==> config.mk <==
export PLATFORM = sky130hd
export DESIGN_NAME = addr_scan_ctrl
export DESIGN_NICKNAME = d
export VERILOG_FILES = /design/src/rtl/scan_pkg.sv /design/src/rtl/next_slot_find.sv /design/src/rtl/addr_scan_ctrl.sv
export SDC_FILE = /design/constraint.sdc
export NUM_CORES = 1
export LEC_CHECK = 0
export CAP_MARGIN = 20
export CELL_PAD_IN_SITES_DETAIL_PLACEMENT = 1
export CELL_PAD_IN_SITES_GLOBAL_PLACEMENT = 1
export CORE_AREA = 2 2 64 66
export CTS_CLUSTER_DIAMETER = 100
export DETAILED_ROUTE_END_ITERATION = 6
export DIE_AREA = 0 0 66 68
export GPL_ROUTABILITY_DRIVEN = 0
export PLACE_DENSITY_LB_ADDON = 0.1
export SETUP_SLACK_MARGIN = 0.1
export SYNTH_ARGS = -nofsm -noshare
export SYNTH_HDL_FRONTEND = slang
export SYNTH_SLANG_ARGS = --single-unit
==> constraint.sdc <==
create_clock -name clk -period 3.55 [get_ports clk]
set_input_delay 0.355 -clock clk [delete_from_list [all_inputs] [get_ports clk]]
set_output_delay 0.355 -clock clk [all_outputs]
set_load 0.005 [all_outputs]
==> src/rtl/scan_pkg.sv <==
// Shared definitions for the address scan controller.
// Holds the controller state encoding and the slot/address geometry
// used by addr_scan_ctrl and next_slot_find.
package scan_pkg;

  // Number of decoder outputs being scanned and the address width feeding them.
  localparam int NUM_SLOTS = 8;
  localparam int ADDR_W    = 3;

  // IDLE: waiting for start; SCAN: driving the decoder; DONE: one-cycle wrap-up.
  typedef enum logic [1:0] {
    IDLE = 2'd0,
    SCAN = 2'd1,
    DONE = 2'd2
  } state_t;

endpackage

==> src/rtl/next_slot_find.sv <==
// Combinational search for the next enabled slot in an 8-bit slot mask.
// Ports: mask_i (slot enables), cur_i (current slot), first_i (search from
//   below slot 0), next_o (lowest qualifying slot), found_o (a slot qualified).
module next_slot_find
  import scan_pkg::*;
(
  input  logic [NUM_SLOTS-1:0] mask_i,
  input  logic [ADDR_W-1:0]    cur_i,
  input  logic                 first_i,
  output logic [ADDR_W-1:0]    next_o,
  output logic                 found_o
);

  // Walk from the top slot down so the last qualifying hit, i.e. the lowest
  // index, is the one that sticks. With first_i set, cur_i is treated as
  // lying below slot 0 so every set bit qualifies.
  always_comb begin
    next_o  = '0;
    found_o = 1'b0;
    for (int i = NUM_SLOTS - 1; i >= 0; i--) begin
      if (mask_i[i] && (first_i || (i > int'(cur_i)))) begin
        next_o  = ADDR_W'(i);
        found_o = 1'b1;
      end
    end
  end

endmodule

==> src/rtl/addr_scan_ctrl.sv <==
// Address scan controller: steps a 3-to-8 decoder through the enabled slots
// of a latched mask, holding each slot for dwell+1 cycles, then pulses done.
// Ports: clk, rst (sync, active-high), start, abort, mask, dwell in;
//   A (decoder address), E (decoder enable), busy, done out; all registered.
// Build option: define SCAN_WRAP_EN to loop over the mask continuously
//   instead of finishing after the highest enabled slot.
module addr_scan_ctrl
  import scan_pkg::*;
#(
  parameter int DWELL_W = 4
) (
  input  logic                 clk,
  input  logic                 rst,
  input  logic                 start,
  input  logic                 abort,
  input  logic [NUM_SLOTS-1:0] mask,
  input  logic [DWELL_W-1:0]   dwell,
  output logic [ADDR_W-1:0]    A,
  output logic                 E,
  output logic                 busy,
  output logic                 done
);

  state_t               state_q, state_d;
  logic [ADDR_W-1:0]    a_q, a_d;
  logic                 e_q, e_d;
  logic                 busy_q, busy_d;
  logic                 done_q, done_d;
  logic [DWELL_W-1:0]   cnt_q, cnt_d;
  logic [DWELL_W-1:0]   dwell_q, dwell_d;
  logic [NUM_SLOTS-1:0] mask_q, mask_d;

  // First-slot search: in IDLE the live mask is searched so the first slot
  // can be loaded in the same cycle the mask is latched; otherwise the
  // latched copy is searched (used when wrapping back to the lowest slot).
  logic [NUM_SLOTS-1:0] first_mask;
  logic [ADDR_W-1:0]    first_slot;
  logic                 first_found;
  logic [ADDR_W-1:0]    next_slot;
  logic                 next_found;

  assign first_mask = (state_q == IDLE) ? mask : mask_q;

  next_slot_find u_first (
    .mask_i  (first_mask),
    .cur_i   (a_q),
    .first_i (1'b1),
    .next_o  (first_slot),
    .found_o (first_found)
  );

  next_slot_find u_next (
    .mask_i  (mask_q),
    .cur_i   (a_q),
    .first_i (1'b0),
    .next_o  (next_slot),
    .found_o (next_found)
  );

  always_ff @(posedge clk) begin
    if (rst) begin
      state_q <= IDLE;
      a_q     <= '0;
      e_q     <= 1'b0;
      busy_q  <= 1'b0;
      done_q  <= 1'b0;
      cnt_q   <= '0;
      dwell_q <= '0;
      mask_q  <= '0;
    end else begin
      state_q <= state_d;
      a_q     <= a_d;
      e_q     <= e_d;
      busy_q  <= busy_d;
      done_q  <= done_d;
      cnt_q   <= cnt_d;
      dwell_q <= dwell_d;
      mask_q  <= mask_d;
    end
  end

  always_comb begin
    state_d = state_q;
    a_d     = a_q;
    e_d     = e_q;
    busy_d  = busy_q;
    done_d  = 1'b0;
    cnt_d   = cnt_q;
    dwell_d = dwell_q;
    mask_d  = mask_q;

    unique case (state_q)
      IDLE: begin
        e_d    = 1'b0;
        busy_d = 1'b0;
        // abort outranks start even here: the request is simply dropped.
        if (start && !abort) begin
          mask_d  = mask;
          dwell_d = dwell;
          busy_d  = 1'b1;
          if (first_found) begin
            state_d = SCAN;
            a_d     = first_slot;
            e_d     = 1'b1;
            cnt_d   = dwell;
          end else begin
            // Empty mask: nothing to drive, report completion straight away.
            state_d = DONE;
            done_d  = 1'b1;
          end
        end
      end

      SCAN: begin
        if (abort) begin
          state_d = IDLE;
          e_d     = 1'b0;
          busy_d  = 1'b0;
        end else if (cnt_q != '0) begin
          cnt_d = cnt_q - DWELL_W'(1);
        end else if (next_found) begin
          // Slot expired: move straight to the next slot with E kept high.
          a_d   = next_slot;
          cnt_d = dwell_q;
        end else begin
`ifdef SCAN_WRAP_EN
          // Past the highest slot: restart at the lowest one, E kept high.
          a_d   = first_slot;
          cnt_d = dwell_q;
`else
          // Past the highest slot: A keeps its last value through DONE.
          state_d = DONE;
          e_d     = 1'b0;
          done_d  = 1'b1;
`endif
        end
      end

      DONE: begin
        state_d = IDLE;
        e_d     = 1'b0;
        busy_d  = 1'b0;
      end

      default: begin
        state_d = IDLE;
        e_d     = 1'b0;
        busy_d  = 1'b0;
      end
    endcase
  end

  assign A    = a_q;
  assign E    = e_q;
  assign busy = busy_q;
  assign done = done_q;

endmodule

==> flow_summary.json, run 1 <==
{
  "run_status": "completed",
  "worst_r2r_startpoint": "cnt_q[0]$_SDFFE_PP0P_",
  "worstSetupStartpoint": "cnt_q[0]$_SDFFE_PP0P_",
  "yosys_warnings": 0,
  "min_period_ns": 2.53,
  "synthDistinctLibCells": 53,
  "number_of_global_route_vias_before_repair": 1547,
  "worst_hold_path.endpoint": "dwell_q[0]$_SDFFE_PP0P_",
  "grtUsageTotal_pct": 22.2,
  "timing.setup.critical_path_class": "reg2reg",
  "worstPathRequired_ns": 3.73,
  "cts_root_buffer": "sky130_fd_sc_hd__clkbuf_8",
  "drive_above_1_share_pct": 9.52,
  "syn_avg_cell_area_um2": 7.71,
  "ctsHoldBuffers": 0,
  "power.leakage_nw": 0.635,
  "worstHoldPathCells": 2,
  "period_share_pct": 71.2,
  "count_of_buffers_added_by_post_cts_timing_repair_for_setup": 0,
  "cts_tree": "done",
  "setup_total_negative_slack_ns": 0,
  "detail_route.wirelength_mm": 4.66,
  "cts-buffers-inserted": 3,
  "antenna_found_initial": 0,
  "drc_errors": 0,
  "setup_viol": 0,
  "ioPinCount": 22,
  "fmaxAchievable_mhz": 396,
  "timing.reg2reg.worst_path_depth": 6,
  "final_common_cell": "sky130_fd_sc_hd__nand2_1",
  "worst_pin_slew_ns": 1.07,
  "ys_async_sr_fraction_pct": 0,
  "path_clk_slew_ns": 0.09,
  "grt_start_max_net_pins": 29,
  "placement_rows": 23,
  "timing.clock.skew_ns": 0.00832,
  "routedWlPerCell_um": 17.9,
  "end_kind": "flop",
  "overall_power_mw": 0.729,
  "syn_area_um2": 1500,
  "grt-ovfl-total": 0,
  "synth_enable_flop_cells": 0,
  "peakVddDrop_v": 0.000213,
  "cts_resized": 0,
  "syn2layout_area_growth_pct": 20.2,
  "worstPathMaxFanout": 6,
  "synth-seq-cells": 24,
  "height_of_the_die_um": 68,
  "hold_path_startpoint": "dwell_q[0]$_SDFFE_PP0P_",
  "max-clock-path-buffers": 2,
  "biggest_area_contributors_in_the_synthesized_netlist": "sky130_fd_sc_hd__dfxtp_1, sky130_fd_sc_hd__a21oi_1, sky130_fd_sc_hd__nand2_1, sky130_fd_sc_hd__nor2_1, sky130_fd_sc_hd__nor3_1",
  "synth_top_area_share_pct": 32.0,
  "ant_nets": 0,
  "synthesis.instances": 195,
  "postSynth.topFlopCell": "sky130_fd_sc_hd__dfxtp_1",
  "synth-seq-area-share_pct": 32.0,
  "coreArea_um2": 3860,
  "fin_nets": 228,
  "worstReg2RegEnd": "state_q[1]$_SDFFE_PP0P_",
  "timing.critical_path.from_type": "flop",
  "timing.final.max_slew_violations": 0,
  "synthesis.nets": 212,
  "grt_pass1_wl_mm": 7.51,
  "grt_setup_unrepaired": "no",
  "num_antenna_cells": 0,
  "clk_latency_ns": 0.28,
  "power_per_unit_of_standard_cell_area_nw_per_um2": 403,
  "layout_common_cells": "sky130_fd_sc_hd__nand2_1, sky130_fd_sc_hd__a21oi_1, sky130_fd_sc_hd__dfxtp_1",
  "timing_hold_violations_final": 0,
  "cts-htree-levels": 1,
  "clkSinkCount": 24,
  "floorplan.initialDensity_pct": 39.0,
  "fp.dieArea_um2": 4490,
  "fillCellCount": 493,
  "max_cap_violations": 0,
  "port-buffer-count": 21,
  "dieWidth_um": 66,
  "dp_hpwl_mm": 3.34,
  "route.vias.total": 1565,
  "route.detailed.vias_per_inst": 6.02,
  "worstHoldPathType": "reg2reg",
  "initialDrtViolationCount": 134,
  "detail_route.first_pass.iterations": 5,
  "synthDominantAreaCellType": "sky130_fd_sc_hd__dfxtp_1",
  "worst_slew_margin_rel_pct": 28.5,
  "worst_reg2reg_setup_slack_ns": 1.02,
  "arrival_ns": 2.71
}
==> sequential cells by signal, indices dropped and copies added (netlist names) <==
register,flops
done,1
dwell_q,4
cnt_q,4
E,1
busy,1
state_q,2
A,3
mask_q,8
==> worst max path at each step <==
stage / cells past startpoint / slack, ns / to
after global routing: 6 / 0.90 / state_q[1]$_SDFFE_PP0P_
after floorplan: 6 / 1.32 / cnt_q[0]$_SDFFE_PP0P_
after global placement: 6 / 0.89 / cnt_q[0]$_SDFFE_PP0P_
after detailed placement: 6 / 0.86 / cnt_q[3]$_SDFFE_PP0P_
final: 6 / 1.02 / state_q[1]$_SDFFE_PP0P_
after CTS: 6 / 1.05 / state_q[1]$_SDFFE_PP0P_
==> stage by stage <==
stage	utilization (%)	hold slack, ns	setup WS [ns]	instances	area (um2)
CTS	46.9	0.472	1.05	260	1810
detailed placement	45.0	0.459	0.861	256	1740
floorplan	-	0.433	1.32	195	1500
global placement	45.0	0.446	0.887	256	1740
global route	46.9	0.491	0.902	260	1810
finish	46.9	0.466	1.02	260	1810
==> worst max-delay path: stages (launching register included) <==
cell	delay (ns)
sky130_fd_sc_hd__dfxtp_1	0.37
sky130_fd_sc_hd__inv_1	0.09
sky130_fd_sc_hd__ha_1	0.25
sky130_fd_sc_hd__or3b_2	0.54
sky130_fd_sc_hd__nor3_1	0.38
sky130_fd_sc_hd__or4b_2	0.64
sky130_fd_sc_hd__a21oi_1	0.17
==> final cells by class <==
type / count / area [um2] / area share [%]
timing repair buffer: 22 / 218 / 12.0
clock buffer: 3 / 41.3 / 2.29
sequential: 24 / 480 / 26.6
clock inverter: 1 / 30.0 / 1.66
tap: 50 / 62.6 / 3.46
multi-input combinational: 153 / 948 / 52.5
inverter: 7 / 26.3 / 1.45
==> cell families after synthesis <==
family,Yosys count,share of synthesized area (%)
buffers and inverters,18,4.91
adder cells (fa/ha/maj),1,0.833
multiplexers,4,3.66
AO/OA/AOI/OAI,60,28.6
flip-flops,24,32.0
AND/OR/NAND/NOR,88,30.1
==> report_power, final <==
part	leakage, nW	switching, mW	internal, mW
clock	0.0357	0.0992	0.151
combinational	0.403	0.0904	0.0802
sequential	0.196	0.0240	0.284
total	0.635	0.214	0.515
==> cell usage after synthesis (all sizes together) (4+ instances only) <==
cell	n
a21oi	26
buf	6
clkbuf	5
dfxtp	24
inv	7
nand2	32
nand2b	4
nor2	15
nor2b	5
nor3	9
nor4	4
o21ai	5
==> metal layers <==
layer | vias up | GRT usage, % | wire (um)
met5 | - | 0 | 0
met4 | 0 | 6.38 | 78
met3 | 8 | 4.44 | 209
met1 | 772 | 25.5 | 1960
li1 | 747 | - | -
met2 | 38 | 41.7 | 2410
Power figures use the tool's default switching activity.
==> inputs of run 2 (changes only) <==
- CORE_AREA: 2 2 64 66 -> 2 2 66 68
- DIE_AREA: 0 0 66 68 -> 0 0 68 70
- clock period: 3.55 -> 2.6 ns (I/O delays scaled with it)
==> flow_summary.json, run 2 (synthesis results as in run 1) <==
{
  "power.leakage_nw": 0.660,
  "num_antenna_cells": 0,
  "coreArea_um2": 4140,
  "grt_start_max_net_pins": 17,
  "run_status": "completed",
  "cts-htree-levels": 1,
  "reg.largest.list": "mask_q (8), cnt_q (4), dwell_q (4)",
  "grt-ovfl-total": 0,
  "postPlaceCellArea_um2": 1780,
  "fillCellCount": 506,
  "initialDrtViolationCount": 103,
  "final_area_um2": 1850,
  "timing.final.max_slew_violations": 0,
  "cts_tree": "done",
  "placement_rows": 24,
  "dp_hpwl_mm": 3.54,
  "worst_slew_margin_rel_pct": 63.6,
  "timing.setup.critical_path_class": "reg2reg",
  "worstHoldPathType": "reg2reg",
  "floorplan.initialDensity_pct": 36.3,
  "syn2layout_area_growth_pct": 23.2,
  "ctsHoldBuffers": 0,
  "largest_register_ffs": 8,
  "cts-buffers-inserted": 3,
  "count_of_buffers_added_by_post_cts_timing_repair_for_setup": 0,
  "route.vias.total": 1518,
  "final_common_cell": "sky130_fd_sc_hd__nand2_1",
  "detail_route.first_pass.iterations": 4,
  "peakVddDrop_v": 0.000202,
  "drive_above_1_share_pct": 12.1,
  "grt_setup_unrepaired": "no",
  "placed_cells_incl_taps": 263,
  "timing_hold_violations_final": 0,
  "min_period_ns": 2.36,
  "number_of_global_route_vias_before_repair": 1643,
  "ant_nets": 0,
  "timing.critical_path.from_type": "flop",
  "layout_common_cells": "sky130_fd_sc_hd__nand2_1, sky130_fd_sc_hd__a21oi_1, sky130_fd_sc_hd__dfxtp_1",
  "fmaxAchievable_mhz": 424,
  "setup_total_negative_slack_ns": 0,
  "cts_root_buffer": "sky130_fd_sc_hd__clkbuf_8",
  "path_clk_slew_ns": 0.10,
  "worst_pin_slew_ns": 0.544,
  "instances_no_fill": 267,
  "routedWlPerCell_um": 16.9,
  "multiInputGateArea_um2": 953,
  "worstPathCellList": "inv_1, ha_1, or3b_2, or4_1, a21oi_4, mux2_4",
  "detail_route.wirelength_mm": 4.51,
  "power_per_unit_of_standard_cell_area_nw_per_um2": 536,
  "cts_resized": 0,
  "port-buffer-count": 21,
  "arrival_ns": 2.52,
  "timing.clock.skew_ns": 0.0105,
  "fin_nets": 233,
  "end_kind": "flop",
  "dieWidth_um": 68,
  "drc_errors": 0,
  "stage_delay_of_the_slowest_cell_on_the_critical_path_ns": 0.53,
  "worst_path_dominant_cell_family": "simple AND/OR/NAND/NOR gates",
  "sequential_cell_area_um2": 480,
  "grt_pass1_wl_mm": 7.78,
  "worst_path_max_delay_cell": "sky130_fd_sc_hd__or3b_2",
  "max_cap_violations": 0,
  "grtUsageTotal_pct": 21.0,
  "height_of_the_die_um": 70,
  "route.detailed.vias_per_inst": 5.69,
  "max-clock-path-buffers": 2,
  "clkSinkCount": 24,
  "ioPinCount": 22,
  "clk_latency_ns": 0.27,
  "regMostFlops": "mask_q",
  "overall_power_mw": 0.993,
  "fp.dieArea_um2": 4760,
  "cp.buffers_inverters": 1,
  "hold_slack_final_ns": 0.476,
  "period_share_pct": 90.8,
  "worstPathRequired_ns": 2.76,
  "setup_viol": 0,
  "antenna_found_initial": 0,
  "worstPathMaxFanout": 6
}
-- run 2: metrics by stage --
stage | setup WS, ns | utilization [%]
CTS | 0.177 | 44.6
global placement | 0.0604 | 42.8
global route | 0.113 | 44.7
detailed placement | 0.0284 | 42.8
floorplan | 0.374 | -
finish | 0.239 | 44.7
-- run 2: layer usage --
metal  share of wire (%)  wire length [um]  GRT usage [%]
met5                   0                 0              0
met4                 2.0                89           7.78
met3                 1.9                87           2.09
met2                  52              2360           36.1
met1                  44              1970           26.4
-- run 2: cell type report --
cell class	count	share of cell area, %
inverter	7	1.42
clock buffer	3	2.23
tap	52	3.51
timing repair buffer	27	13.8
sequential	24	25.9
clock inverter	1	1.62
multi-input combinational	153	51.5
-- run 2: tightest hold or removal path, cell delays in order (launching register included) --
cell	delay, ns
sky130_fd_sc_hd__dfxtp_1	0.32
sky130_fd_sc_hd__nand2_1	0.05
sky130_fd_sc_hd__a21oi_1	0.06
-- run 2: power breakdown --
part	switching (mW)	internal (mW)
Sequential	0.0313	0.388
Combinational	0.122	0.115
Clock	0.130	0.206
-- run 2: final timing paths --
kind	startpoint	endpoint	slack (ns)	cells after the start
setup reg to reg	cnt_q[1]$_SDFFE_PP0P_	cnt_q[0]$_SDFFE_PP0P_	0.24	6
setup / recovery	cnt_q[1]$_SDFFE_PP0P_	cnt_q[0]$_SDFFE_PP0P_	0.24	6
hold / removal	dwell_q[0]$_SDFFE_PP0P_	dwell_q[0]$_SDFFE_PP0P_	0.48	2
hold reg to reg	dwell_q[0]$_SDFFE_PP0P_	dwell_q[0]$_SDFFE_PP0P_	0.48	2
==> inputs of run 3 (changes only) <==
- CAP_MARGIN: 20 -> 0
==> results of run 3 <==
Same layout as run 2: the final DEF is identical, and so are final timing and power.
